<file path="src/rtl/seg7_scan_driver.sv">
`default_nettype none
// ============================================================================
// Module  : seg7_scan_driver
// Brief   : Multiplexed seven-segment driver: sequential binary-to-BCD load,
//           leading-zero blanking, per-digit decimal points, overflow dashes.
// Rev     : 1.0
// ============================================================================
module seg7_scan_driver #(
    parameter int DIGITS      = 4,
    parameter int BIN_W       = 14,
    parameter int REFRESH_DIV = 50000
) (
    input  logic              clk,
    input  logic              rst_n,
    input  logic              load,
    input  logic [BIN_W-1:0]  value,
    input  logic              blank_lz,
    input  logic [DIGITS-1:0] dp_mask,
    output logic              busy,
    output logic              overflow,
    output logic [7:0]        led,
    output logic [DIGITS-1:0] anode
);

    localparam int c_bcd_w  = 4 * DIGITS;
    localparam int c_step_w = (BIN_W > 1) ? $clog2(BIN_W) : 1;
    localparam int c_idx_w  = (DIGITS > 1) ? $clog2(DIGITS) : 1;
    localparam int c_ref_w  = $clog2(REFRESH_DIV);

    localparam logic [63:0]         c_max_val   = 64'(10 ** DIGITS - 1);
    localparam logic [c_step_w-1:0] c_last_step = c_step_w'(BIN_W - 1);
    localparam logic [c_idx_w-1:0]  c_last_idx  = c_idx_w'(DIGITS - 1);
    localparam logic [c_ref_w-1:0]  c_last_ref  = c_ref_w'(REFRESH_DIV - 1);
    localparam logic [DIGITS-1:0]   c_anode_one = DIGITS'(1);

    typedef enum logic [0:0] {
        S_IDLE = 1'b0,
        S_CONV = 1'b1
    } state_t;

    state_t               r_state;
    state_t               w_state_next;

    logic [BIN_W-1:0]     r_bin;
    logic [c_bcd_w-1:0]   r_bcd;
    logic [c_bcd_w-1:0]   w_bcd_adj;
    logic [c_bcd_w-1:0]   w_bcd_next;
    logic [c_step_w-1:0]  r_step;
    logic                 r_ovf_pend;
    logic [c_bcd_w-1:0]   r_digits;

    logic                 w_accept;
    logic                 w_last;
    logic                 w_value_ovf;

    logic [c_ref_w-1:0]   r_refresh;
    logic [c_idx_w-1:0]   r_idx;
    logic [DIGITS-1:0]    w_blank;
    logic [7:0]           w_seg [DIGITS];

    assign busy        = (r_state == S_CONV);
    assign w_accept    = load && !busy;
    assign w_last      = busy && (r_step == c_last_step);
    assign w_value_ovf = (64'(value) > c_max_val);

    // ------------------------------------------------------------------
    // Conversion FSM
    // ------------------------------------------------------------------
    always_ff @(posedge clk or negedge rst_n) begin
        if (!rst_n) begin
            r_state <= S_IDLE;
        end else begin
            r_state <= w_state_next;
        end
    end

    always_comb begin
        w_state_next = r_state;
        case (r_state)
            S_IDLE:  if (w_accept) w_state_next = S_CONV;
            S_CONV:  if (r_step == c_last_step) w_state_next = S_IDLE;
            default: w_state_next = S_IDLE;
        endcase
    end

    // Shift-add-3: adjust every nibble, then shift in the next binary MSB.
    for (genvar i = 0; i < DIGITS; i++) begin : g_add3
        assign w_bcd_adj[4*i +: 4] = (r_bcd[4*i +: 4] >= 4'd5) ?
                                     r_bcd[4*i +: 4] + 4'd3 : r_bcd[4*i +: 4];
    end

    // Bits shifted out above the top nibble are intentionally dropped.
    assign w_bcd_next = c_bcd_w'({w_bcd_adj, r_bin[BIN_W-1]});

    always_ff @(posedge clk or negedge rst_n) begin
        if (!rst_n) begin
            r_bin      <= '0;
            r_bcd      <= '0;
            r_step     <= '0;
            r_ovf_pend <= 1'b0;
            r_digits   <= '0;
            overflow   <= 1'b0;
        end else if (w_accept) begin
            r_bin      <= value;
            r_bcd      <= '0;
            r_step     <= '0;
            r_ovf_pend <= w_value_ovf;
        end else if (busy) begin
            r_bin  <= r_bin << 1;
            r_bcd  <= w_bcd_next;
            r_step <= r_step + 1'b1;
            if (w_last) begin
                r_digits <= w_bcd_next;
                overflow <= r_ovf_pend;
            end
        end
    end

    // ------------------------------------------------------------------
    // Display path
    // ------------------------------------------------------------------
    function automatic logic [6:0] seg_decode(input logic [3:0] d);
        logic [6:0] s;
        case (d)
            4'd0:    s = 7'h40;
            4'd1:    s = 7'h79;
            4'd2:    s = 7'h24;
            4'd3:    s = 7'h30;
            4'd4:    s = 7'h19;
            4'd5:    s = 7'h12;
            4'd6:    s = 7'h02;
            4'd7:    s = 7'h78;
            4'd8:    s = 7'h00;
            4'd9:    s = 7'h10;
            default: s = 7'h7F;
        endcase
        return s;
    endfunction

    // A digit is blanked when it and every digit above it are zero; digit 0 never.
    always_comb begin
        logic zero_run;
        zero_run = 1'b1;
        w_blank  = '0;
        for (int i = DIGITS - 1; i >= 1; i--) begin
            zero_run   = zero_run && (r_digits[4*i +: 4] == 4'd0);
            w_blank[i] = blank_lz && zero_run;
        end
    end

    for (genvar i = 0; i < DIGITS; i++) begin : g_seg
        assign w_seg[i] = overflow ? 8'hBF :
                          {~dp_mask[i],
                           (w_blank[i] ? 7'h7F : seg_decode(r_digits[4*i +: 4]))};
    end

    always_ff @(posedge clk or negedge rst_n) begin
        if (!rst_n) begin
            r_refresh <= '0;
            r_idx     <= '0;
            led       <= 8'hFF;
            anode     <= '1;
        end else begin
            if (r_refresh == c_last_ref) begin
                r_refresh <= '0;
                r_idx     <= (r_idx == c_last_idx) ? '0 : r_idx + 1'b1;
            end else begin
                r_refresh <= r_refresh + 1'b1;
            end
            // Both outputs come from the same index, so they switch together.
            led   <= w_seg[r_idx];
            anode <= ~(c_anode_one << r_idx);
        end
    end

endmodule
`default_nettype wire

</file>
<file path="config.mk">
export PLATFORM = sky130hd
export DESIGN_NAME = seg7_scan_driver
export DESIGN_NICKNAME = d
export VERILOG_FILES = /design/src/rtl/seg7_scan_driver.sv
export SDC_FILE = /design/constraint.sdc
export NUM_CORES = 1
export LEC_CHECK = 0
export BUFFER_PORTS_ARGS = -buffer_cell sky130_fd_sc_hd__buf_2
export CELL_PAD_IN_SITES_DETAIL_PLACEMENT = 0
export CELL_PAD_IN_SITES_GLOBAL_PLACEMENT = 1
export CORE_MARGIN = 5
export CORE_UTILIZATION = 35
export CTS_CLUSTER_DIAMETER = 200
export CTS_CLUSTER_SIZE = 25
export DETAILED_ROUTE_END_ITERATION = 8
export HOLD_SLACK_MARGIN = 0.03
export PLACE_DENSITY_LB_ADDON = 0.1
export SKIP_CTS_REPAIR_TIMING = 1
export SYNTH_ARGS = -nofsm -noshare
export SYNTH_HDL_FRONTEND = slang
export SYNTH_SLANG_ARGS = --single-unit
export TNS_END_PERCENT = 100
</file>
<file path="constraint.sdc">
create_clock -name clk -period 2 [get_ports clk]
set_input_delay 0.4 -clock clk [delete_from_list [all_inputs] [get_ports clk]]
set_output_delay 0.4 -clock clk [all_outputs]
set_load 0.02 [all_outputs]
</file>
### Word-level counts from Yosys, hierarchy flattened

Memory sizes are Yosys's and may differ from the RTL's.
Cells that the tools add are included.

| storage, ports and cells | value |
|---|---|
| flip-flop bits (word level) | 83 |
| memory bits (read-only) | 448 |
| input bits | 22 |
| output and inout bits | 14 |
| logic and storage cells | 78 |
| memories | 4 |

| cells by class | value |
|---|---|
| $add $sub $neg | 7 |
| order comparisons | 6 |
| equal/unequal tests | 3 |
| shift-type cells | 1 |
| muxes and demuxes | 25 |
| bitwise operators | 8 |
| reduce and logical (&&, ||, !) cells | 13 |

Memory list:

| memory | depth | width | rd ports | clocked after Yosys merged registers in | wr ports | line | source |
|---|---|---|---|---|---|---|---|
| (name not given) | 16 | 7 | 1 | 0 | 0 | 124 | `case (d)` |
| (name not given) | 16 | 7 | 1 | 0 | 0 | 124 |  |
| (name not given) | 16 | 7 | 1 | 0 | 0 | 124 |  |
| (name not given) | 16 | 7 | 1 | 0 | 0 | 124 |  |

Operators with widths:

| operator | count |
|---|---|
| $mux W16 | 3 |
| $mux W8 | 6 |
| $mux W14 | 2 |
| $mux W7 | 3 |
| $mux W4 | 5 |
| $add A16 B1 Y16 const B | 1 |
| $bmux W8 S2 | 1 |
| $eq A16 B16 Y1 const B | 1 |
| $ge A4 B3 Y1 const B | 4 |
| $gt A14 B14 Y1 const B | 1 |
| $add A4 B2 Y4 const B | 3 |
| $logic_not A4 Y1 | 3 |
| $logic_and A1 B1 Y1 | 7 |
| $not A1 Y1 | 6 |
| $add A4 B1 Y4 const B | 1 |
| $eq A4 B4 Y1 const B | 1 |
| $not A4 Y4 | 1 |
| $shl A1 B2 Y4 const A | 1 |
| $add A3 B2 Y3 const B | 1 |
| $ge A3 B3 Y1 const B | 1 |
| $mux W3 | 1 |
| $not A2 Y3 | 1 |
| $reduce_and A3 Y1 | 1 |
| $add A2 B1 Y2 const B | 1 |
| other kinds (6) | 7 |

### Depth between registers and ports, before layout

Gate-level depths: netlist (run 1).

| depth | value |
|---|---|
| depth after elaboration | 9 |
| depth in mapped cells | 6 |
| gate-level depth less buffers | 6 |

### Worst setup path after synthesis (run 1)

OpenSTA, ideal clock, no wires.

| path | value |
|---|---|
| kind | register to register |
| start point | reg r_digits[9] |
| end point | reg led[1] |
| library setup time | 94 ps |
| data arrival time | 1747 ps |
| required time | 1906 ps |
| path slack | 159 ps |
| stages on the path, launching flop included | 7 |
| path buffers | 0 |
| period minus slack after synthesis | 1841 ps |
| cells stage by stage | dfrtp_1 > inv_1 > ha_1 > or3b_2 > o2111ai_2 > o22ai_1 > a311oi_1 |

| on the way | value |
|---|---|
| word-level cells in the longest chain between the ends | 9 |
| elaborated cells between the ends (all ways) | 13 |
| those cells by class | mux (7); reduce/logical (5); memory (1) |

RTL lines:

| what | line | source |
|---|---|---|
| from (decl) | 50 | `logic [c_bcd_w-1:0] r_digits;` |
| from (signal assigned) | 113 | `r_digits <= w_bcd_next;` |
| branches (longest 6 deep; another with $mem_v2 Z16 W7) | - |  |
| $bmux W8 S2 * | 171 | `led <= w_seg[r_idx];` |
| $mux W8 (implied by the code) * (2 in series) | 171 |  |
| to (signal assigned) | 171 |  |
| to (decl) | 21 | `output logic [7:0] led,` |

Every way passes the cells marked *. The select of a mux whose other input is x is not followed.
A chain may end at the register's enable or synchronous reset.

### Worst setup path after layout (run 1)

| path | value |
|---|---|
| start point | reg r_refresh[12] |
| end point | reg r_refresh[15] |

| on the way | value |
|---|---|
| word-level cells in the longest chain between the ends | 2 |
| elaborated cells between the ends (all ways) | 3 |
| those cells by class | add/sub (1); eq/ne (1); mux (1) |

RTL lines:

| what | line | source |
|---|---|---|
| from (decl) | 56 | `logic [c_ref_w-1:0] r_refresh;` |
| from (signal assigned) | 168 | `r_refresh <= r_refresh + 1'b1;` |
| $add A16 B1 Y16 / $eq A16 B16 Y1 (equally long branches) | 168, 164 |  |
| $mux W16 * | 164 | `if (r_refresh == c_last_ref) begin` |

Every way passes the cells marked *; elsewhere a longest branch is shown, timed or not.

==> qor.yml, run 1 <==
outcome:
  status: "complete, no violations"
place:
  gp_congestion: 0.8819
  portBuffers: 35
  dpl-instance-area_um2: 5214
  dp_hpwl_um: 7662
  placed_cells: 708
  place_ws_ns: 0.1163
routing:
  first_iter_violations: 212
  drc_errors: 0
  wl_um: 10460
  first_pass_iters: 4
  viasPerCell: 5.037
  num_vias: 3647
  wl_per_cell_um: 14.45
  detail-route-antenna-nets: 0
grt:
  grt_pass1_wl_um: 17970
  grt_util_all_layers_pct: 13.83
  antenna_found_initial: 0
  grt_pass1_vias: 3640
  overflow: 0
  grt_max_degree: 39
sta:
  tightest_slew_ns: 0.6552
  tns_ns: 0
  whs_ns: 0.03390
  max_freq_mhz: 548.8
  fin_ws_ns: 0.1780
  fin_crit_sh_pct: 91.10
  fin_skew_ns: 0.006087
  relSlewSlack_pct: 56.16
  rsz0062_at_grt: "no"
  hold_violations: 0
  setup_viol: 0
  period_needed_ns: 1.822
  final_max_slew_viol_count: 0
cells_and_area:
  fillers: 1346
  num_antenna_cells: 0
  drive_above_1_share_pct: 19.53
  fin_util_pct: 41.95
  area_growth_pct: 17.40
  final_cells: 724
  postLayoutCellArea_um2: 5555
  nNetsFinal: 600
cts:
  cts_root_buf: "clkbuf_16"
  cts_buffers: 9
  insertion_delay_ns: 0.34
  max-clock-path-buffers: 2
  htreeDepth: 3
  clk_pin_slew_ns: 0.06
  numClockSinks: 83
  cts_tree: "yes"
power_and_ir_drop:
  power_frac_seq_pct: 36.2
  finalPower_mw: 7.569
  p_sw_mw: 2.942
  swShare_pct: 38.87
  combinationalPowerShare_pct: 41.4
  leakage_nw: 2.469
  cellPowerDensity_nw_per_um2: 1362
  p_int_mw: 4.627
  vdd_ir_drop_max_v: 0.0004042
  clkPwrFrac_pct: 22.4
critical_path:
  arrival_ns: 2.05
  path_class: "reg -> reg"
  cpMaxStageDelayCell: "or4bb_1"
  reg2reg_from: "r_refresh[12]"
  crit_end: "r_refresh[15]"
  path_cells: "or4bb_1, nor4_4, buf_4, nand2b_1, mux2i_1"
  cp-start-kind: "flop"
  r2r-end: "r_refresh[15]"
  setup.worst_path.end_class: "flop"
  rr_worst_depth: 5
  path_max_fanout: 5
  rrSetupSlack_ns: 0.18
  crit_start: "r_refresh[12]"
  critPathRequiredTime_ns: 2.23
  max_stage_delay_ns: 0.57
die:
  row_count: 42
  dieArea_um2: 15950
  die_w_um: 126.3
  dieHeight_um: 126.3
  start_util_pct: 35.73
  core_um2: 13240
  io_pins: 36
hold_path:
  hold_path_class: "in -> async"
synth:
  syn_inst: 498
  synth_edf_count: 0
  synthTopCellsByCount: "dfrtp_1, o21ai_0, nand2_1"
  syn_area_um2: 4732
  synth_ff_type: "dfrtp_1"
  ys_seq_area_share_pct: 44.21
  async_reset_ff_share_pct: 100.0
  synth_seq_cells: 83
  avgSynthCellArea_um2: 9.502
  synth_top_area_share_pct: 37.55
  yosysMostFrequentCell: "dfrtp_1"
  yosys_warnings: 0
  synth.distinct_cells: 56
  synth_area_leaders: "dfrtp_1, ha_1, o21ai_0"
  yosys.area.top_type: "dfrtp_1"
  synth_fp_nets: 555
job:
  drv_cap: 0
[worst min-delay path by stage]
stage	start	endpoint	slack (ns)	depth (start not counted)
3_3_place_gp	rst_n	r_idx[0]	0.40	1
2_1_floorplan	rst_n	busy	0.10	0
6_report	rst_n	r_idx[0]	0.03	1
5_1_grt	rst_n	r_idx[1]	0.06	1
4_1_cts	rst_n	r_idx[0]	0.03	1
3_5_place_dp	rst_n	r_idx[0]	0.41	1
[cell families after synthesis]
kind of cell	after synthesis	synth area share [%]
and+or+nand+nor	165	18.75
buffers and inverters	52	4.204
AOI/OAI and AO/OA	121	14.70
xor gates and xnor gates	16	2.962
DFF	83	44.21
adders and majority gates	35	9.254
muxes	26	5.923
[area by class of cell]
type,instances,area (um2),area share [%]
Clock buffer,10,239.0,4.302
Tap cell,176,220.2,3.964
Inverter,30,112.6,2.027
Multi-Input combinational cell,363,2479,44.62
Clock inverter,6,65.06,1.171
Timing Repair Buffer,56,347.8,6.261
Sequential cell,83,2092,37.66
[routing by layer]
layer  share of wire (%)  global-route usage (%)  up-vias  wire, um
met3                 2.8                   2.371       14       295
met4                 2.2                   6.183        0       225
met2                  44                   21.10       57      4612
li1                    -                       -     1820         -
met5                   0                       0        -         0
met1                  51                   19.26     1756      5331
[power by group through the flow]
stage | sequential [mW] | clock, mW | combinational, mW
6_report | 2.74 | 1.69 | 3.14
5_1_grt | 2.83 | 1.84 | 3.59
4_1_cts | 2.74 | 1.77 | 3.11
3_5_place_dp | 2.76 | 0 | 3.10
3_3_place_gp | 2.75 | 0 | 3.06
2_1_floorplan | 2.74 | 0 | 2.19
[registers in the layout, summed over array words and instances, names as in the netlist]
signal      flops
r_ovf_pend      1
busy            1
r_bcd          16
r_digits       16
r_refresh      16
r_idx           2
r_step          4
anode           4
overflow        1
led             8
r_bin          14
[cells in the final DEF, fill, tap and decap left out, types with 15 or more instances in the layout]
master	n
dfrtp_1	71
o21ai_0	65
nand2_1	53
ha_1	35
buf_2	34
inv_1	29
nor2_1	25
a21oi_1	22
buf_4	21
mux2i_1	19
nand3_1	15
[worst max-delay path: cells and delay by family (launching register included)]
kind          cells  cell delay [ns]
buf+inv           1             0.19
mux               1             0.06
flops             1             0.42
simple gates      3             1.02
Power figures use the tool's default switching activity.
==> run 2: changes to the inputs <==
--- a/config.mk
+++ b/config.mk
@@ -5,7 +5,6 @@
 export SDC_FILE = /design/constraint.sdc
 export NUM_CORES = 1
 export LEC_CHECK = 0
-export BUFFER_PORTS_ARGS = -buffer_cell sky130_fd_sc_hd__buf_2
 export CELL_PAD_IN_SITES_DETAIL_PLACEMENT = 0
 export CELL_PAD_IN_SITES_GLOBAL_PLACEMENT = 1
 export CORE_MARGIN = 5
@@ -13,8 +12,10 @@
 export CTS_CLUSTER_DIAMETER = 200
 export CTS_CLUSTER_SIZE = 25
 export DETAILED_ROUTE_END_ITERATION = 8
+export DONT_BUFFER_PORTS = 1
 export HOLD_SLACK_MARGIN = 0.03
 export PLACE_DENSITY_LB_ADDON = 0.1
+export SETUP_SLACK_MARGIN = 0.1
 export SKIP_CTS_REPAIR_TIMING = 1
 export SYNTH_ARGS = -nofsm -noshare
 export SYNTH_HDL_FRONTEND = slang
==> constraint.sdc (replaced) <==
create_clock -name clk -period 2 [get_ports clk]
set_input_delay 0.2 -clock clk [delete_from_list [all_inputs] [get_ports clk]]
set_output_delay 0.2 -clock clk [all_outputs]
set_load 0.02 [all_outputs]
==> run 2 against run 1 <==
  * The run now ends with negative hold slack left
  * First-iteration DRC count is 41% lower
  * Wire length fell by 0.68%
  * Fmax down 0.17%
  * Flip-flop and latch count stayed put
  * Combinational power fell by 4%
  * Sequential power is 4% higher
  * Highest routed layer unchanged
==> qor.yml, run 2 (synthesized netlist as in run 1, its figures left out) <==
grt:
  antenna_found_initial: 0  # unchanged
  grt_pass1_vias: 3497  # was 3640
  grt_util_all_layers_pct: 13.74  # was 13.83%
  overflow: 0  # unchanged
  grt_max_degree: 84  # was 39
  grt_pass1_wl_um: 17710  # was 17970 um
routing:
  num_vias: 3506  # was 3647
  first_pass_iters: 4  # unchanged
  viasPerCell: 5.059  # was 5.037
  wl_um: 10390  # was 10460 um
  first_iter_violations: 125  # was 212
  drc_errors: 0  # unchanged
  wl_per_cell_um: 15.00  # was 14.45 um
  detail-route-antenna-nets: 0  # unchanged
critical_path:
  max_stage_delay_ns: 0.53  # was 0.57 ns
  path_class: "reg -> reg"  # unchanged
  r2r-end: "r_refresh[9]"  # was r_refresh[15]
  cp-start-kind: "flop"  # unchanged
  rr_worst_depth: 4  # was 5
  setup.worst_path.end_class: "flop"  # unchanged
  rrSetupSlack_ns: 0.17  # was 0.18 ns
  cp_top_family: "simple AND/OR/NAND/NOR gates"  # unchanged
  arrival_ns: 2.06  # was 2.05 ns
  cpMaxStageDelayCell: "or4bb_1"  # unchanged
  cp_num_buf_inv: 0  # was 1
  path_cells: "or4bb_1, nor4_4, o21ai_1, a22o_1"  # was or4bb_1, nor4_4, buf_4, nand2b_1, mux2i_1
  path_max_fanout: 4  # was 5
  reg2reg_from: "r_refresh[4]"  # was r_refresh[12]
  critPathRequiredTime_ns: 2.23  # about the same
place:
  gp_congestion: 0.8608  # was 0.8819
  dp_hpwl_um: 7396  # was 7662 um
  portBuffers: 0  # was 35
  dpl-instance-area_um2: 5044  # was 5214 um2
sta:
  hold_violations: 83  # was 0
  setup_viol: 0  # unchanged
  period_needed_ns: 1.825  # was 1.822 ns
  fin_crit_sh_pct: 91.25  # was 91.10%
  final_max_slew_viol_count: 0  # unchanged
  tns_ns: 0  # unchanged
  tightest_slew_ns: 0.6474  # was 0.6552 ns
  fin_skew_ns: 0.005208  # was 0.006087 ns
  rsz0062_at_grt: "no"  # unchanged
  whs_ns: -0.4422  # was 0.03390 ns
  max_freq_mhz: 547.9  # was 548.8 MHz
  relSlewSlack_pct: 56.68  # was 56.16%
cts:
  htreeDepth: 3  # unchanged
  numClockSinks: 83  # unchanged
  cts_tree: "yes"  # unchanged
  cts_buffers: 9  # unchanged
  clk_pin_slew_ns: 0.06  # about the same
  cts_root_buf: "clkbuf_16"  # unchanged
  max-clock-path-buffers: 2  # unchanged
  insertion_delay_ns: 0.34  # about the same
die:
  die_w_um: 126.3  # unchanged
  row_count: 42  # unchanged
  core_um2: 13240  # unchanged
  start_util_pct: 35.73  # unchanged
  dieArea_um2: 15950  # unchanged
  io_pins: 36  # unchanged
  dieHeight_um: 126.3  # unchanged
cells_and_area:
  postLayoutCellArea_um2: 5439  # was 5555 um2
  fillers: 1380  # was 1346
  drive_above_1_share_pct: 15.09  # was 19.53%
  biggestRegsByFlops: "r_bcd (16), r_digits (16), r_refresh (16)"  # unchanged
  final_common_cell: "dfrtp_1"  # unchanged
  num_antenna_cells: 0  # unchanged
  layout_common_cells: "dfrtp_1, o21ai_0, nand2_1"  # unchanged
  multi_input_area_um2: 2502  # was 2479 um2
  nNetsFinal: 569  # was 600
  area_growth_pct: 14.94  # was 17.40%
  ff_latch_area_um2: 2095  # was 2092 um2
hold_path:
  hold_path_class: "in -> async"  # unchanged
power_and_ir_drop:
  cellPowerDensity_nw_per_um2: 1386  # was 1362 nW/um2
  leakage_nw: 2.354  # was 2.469 nW
  vdd_ir_drop_max_v: 0.0004054  # was 0.0004042 V
  finalPower_mw: 7.539  # was 7.569 mW
outcome:
  status: "finished, violations left"  # was complete, no violations
  violations: "negative hold slack"
job:
  drv_cap: 0  # unchanged
-- run 2: final cells by class --
| class | count | area share, % |
|---|---|---|
| Clock buffer | 11 | 4.463 |
| Tap cell | 176 | 4.049 |
| Multi-Input combinational cell | 363 | 46.01 |
| Timing Repair Buffer | 25 | 3.773 |
| Clock inverter | 5 | 1.127 |
| Inverter | 30 | 2.070 |
| Sequential cell | 83 | 38.51 |
-- run 2: where the power goes --
part	internal (mW)	switching, mW	total, mW
sequential	2.28	0.564	2.84
combinational	1.36	1.64	3.01
clock	1.01	0.685	1.69
total	4.64	2.89	7.54
-- run 2: worst max path at each step --
stage | from | end | cells past startpoint
global route | r_digits[9] | led[1] | 6
finish | r_refresh[4] | r_refresh[9] | 4
detailed placement | r_digits[9] | led[1] | 6
CTS | r_digits[9] | led[1] | 6
global placement | r_digits[8] | led[1] | 6
floorplan | r_digits[9] | led[1] | 6
-- run 2: layer usage --
layer | up-vias | wire length, um | track usage [%]
met2 | 73 | 4427 | 20.59
met3 | 18 | 421 | 2.710
li1 | 1764 | - | -
met5 | - | 0 | 0
met1 | 1651 | 5278 | 19.17
met4 | 0 | 265 | 6.183
-- run 2: through the flow --
step	hold slack [ns]	cells	worst slack [ns]	util, %
after floorplan	-0.09559	498	0.1589	-
after global placement	-0.09154	674	0.1313	38.09
after detailed placement	-0.09129	674	0.07411	38.09
after CTS	-0.4691	690	0.05445	40.38
after global routing	-0.4752	693	0.1081	41.07
final	-0.4422	693	0.1749	41.07
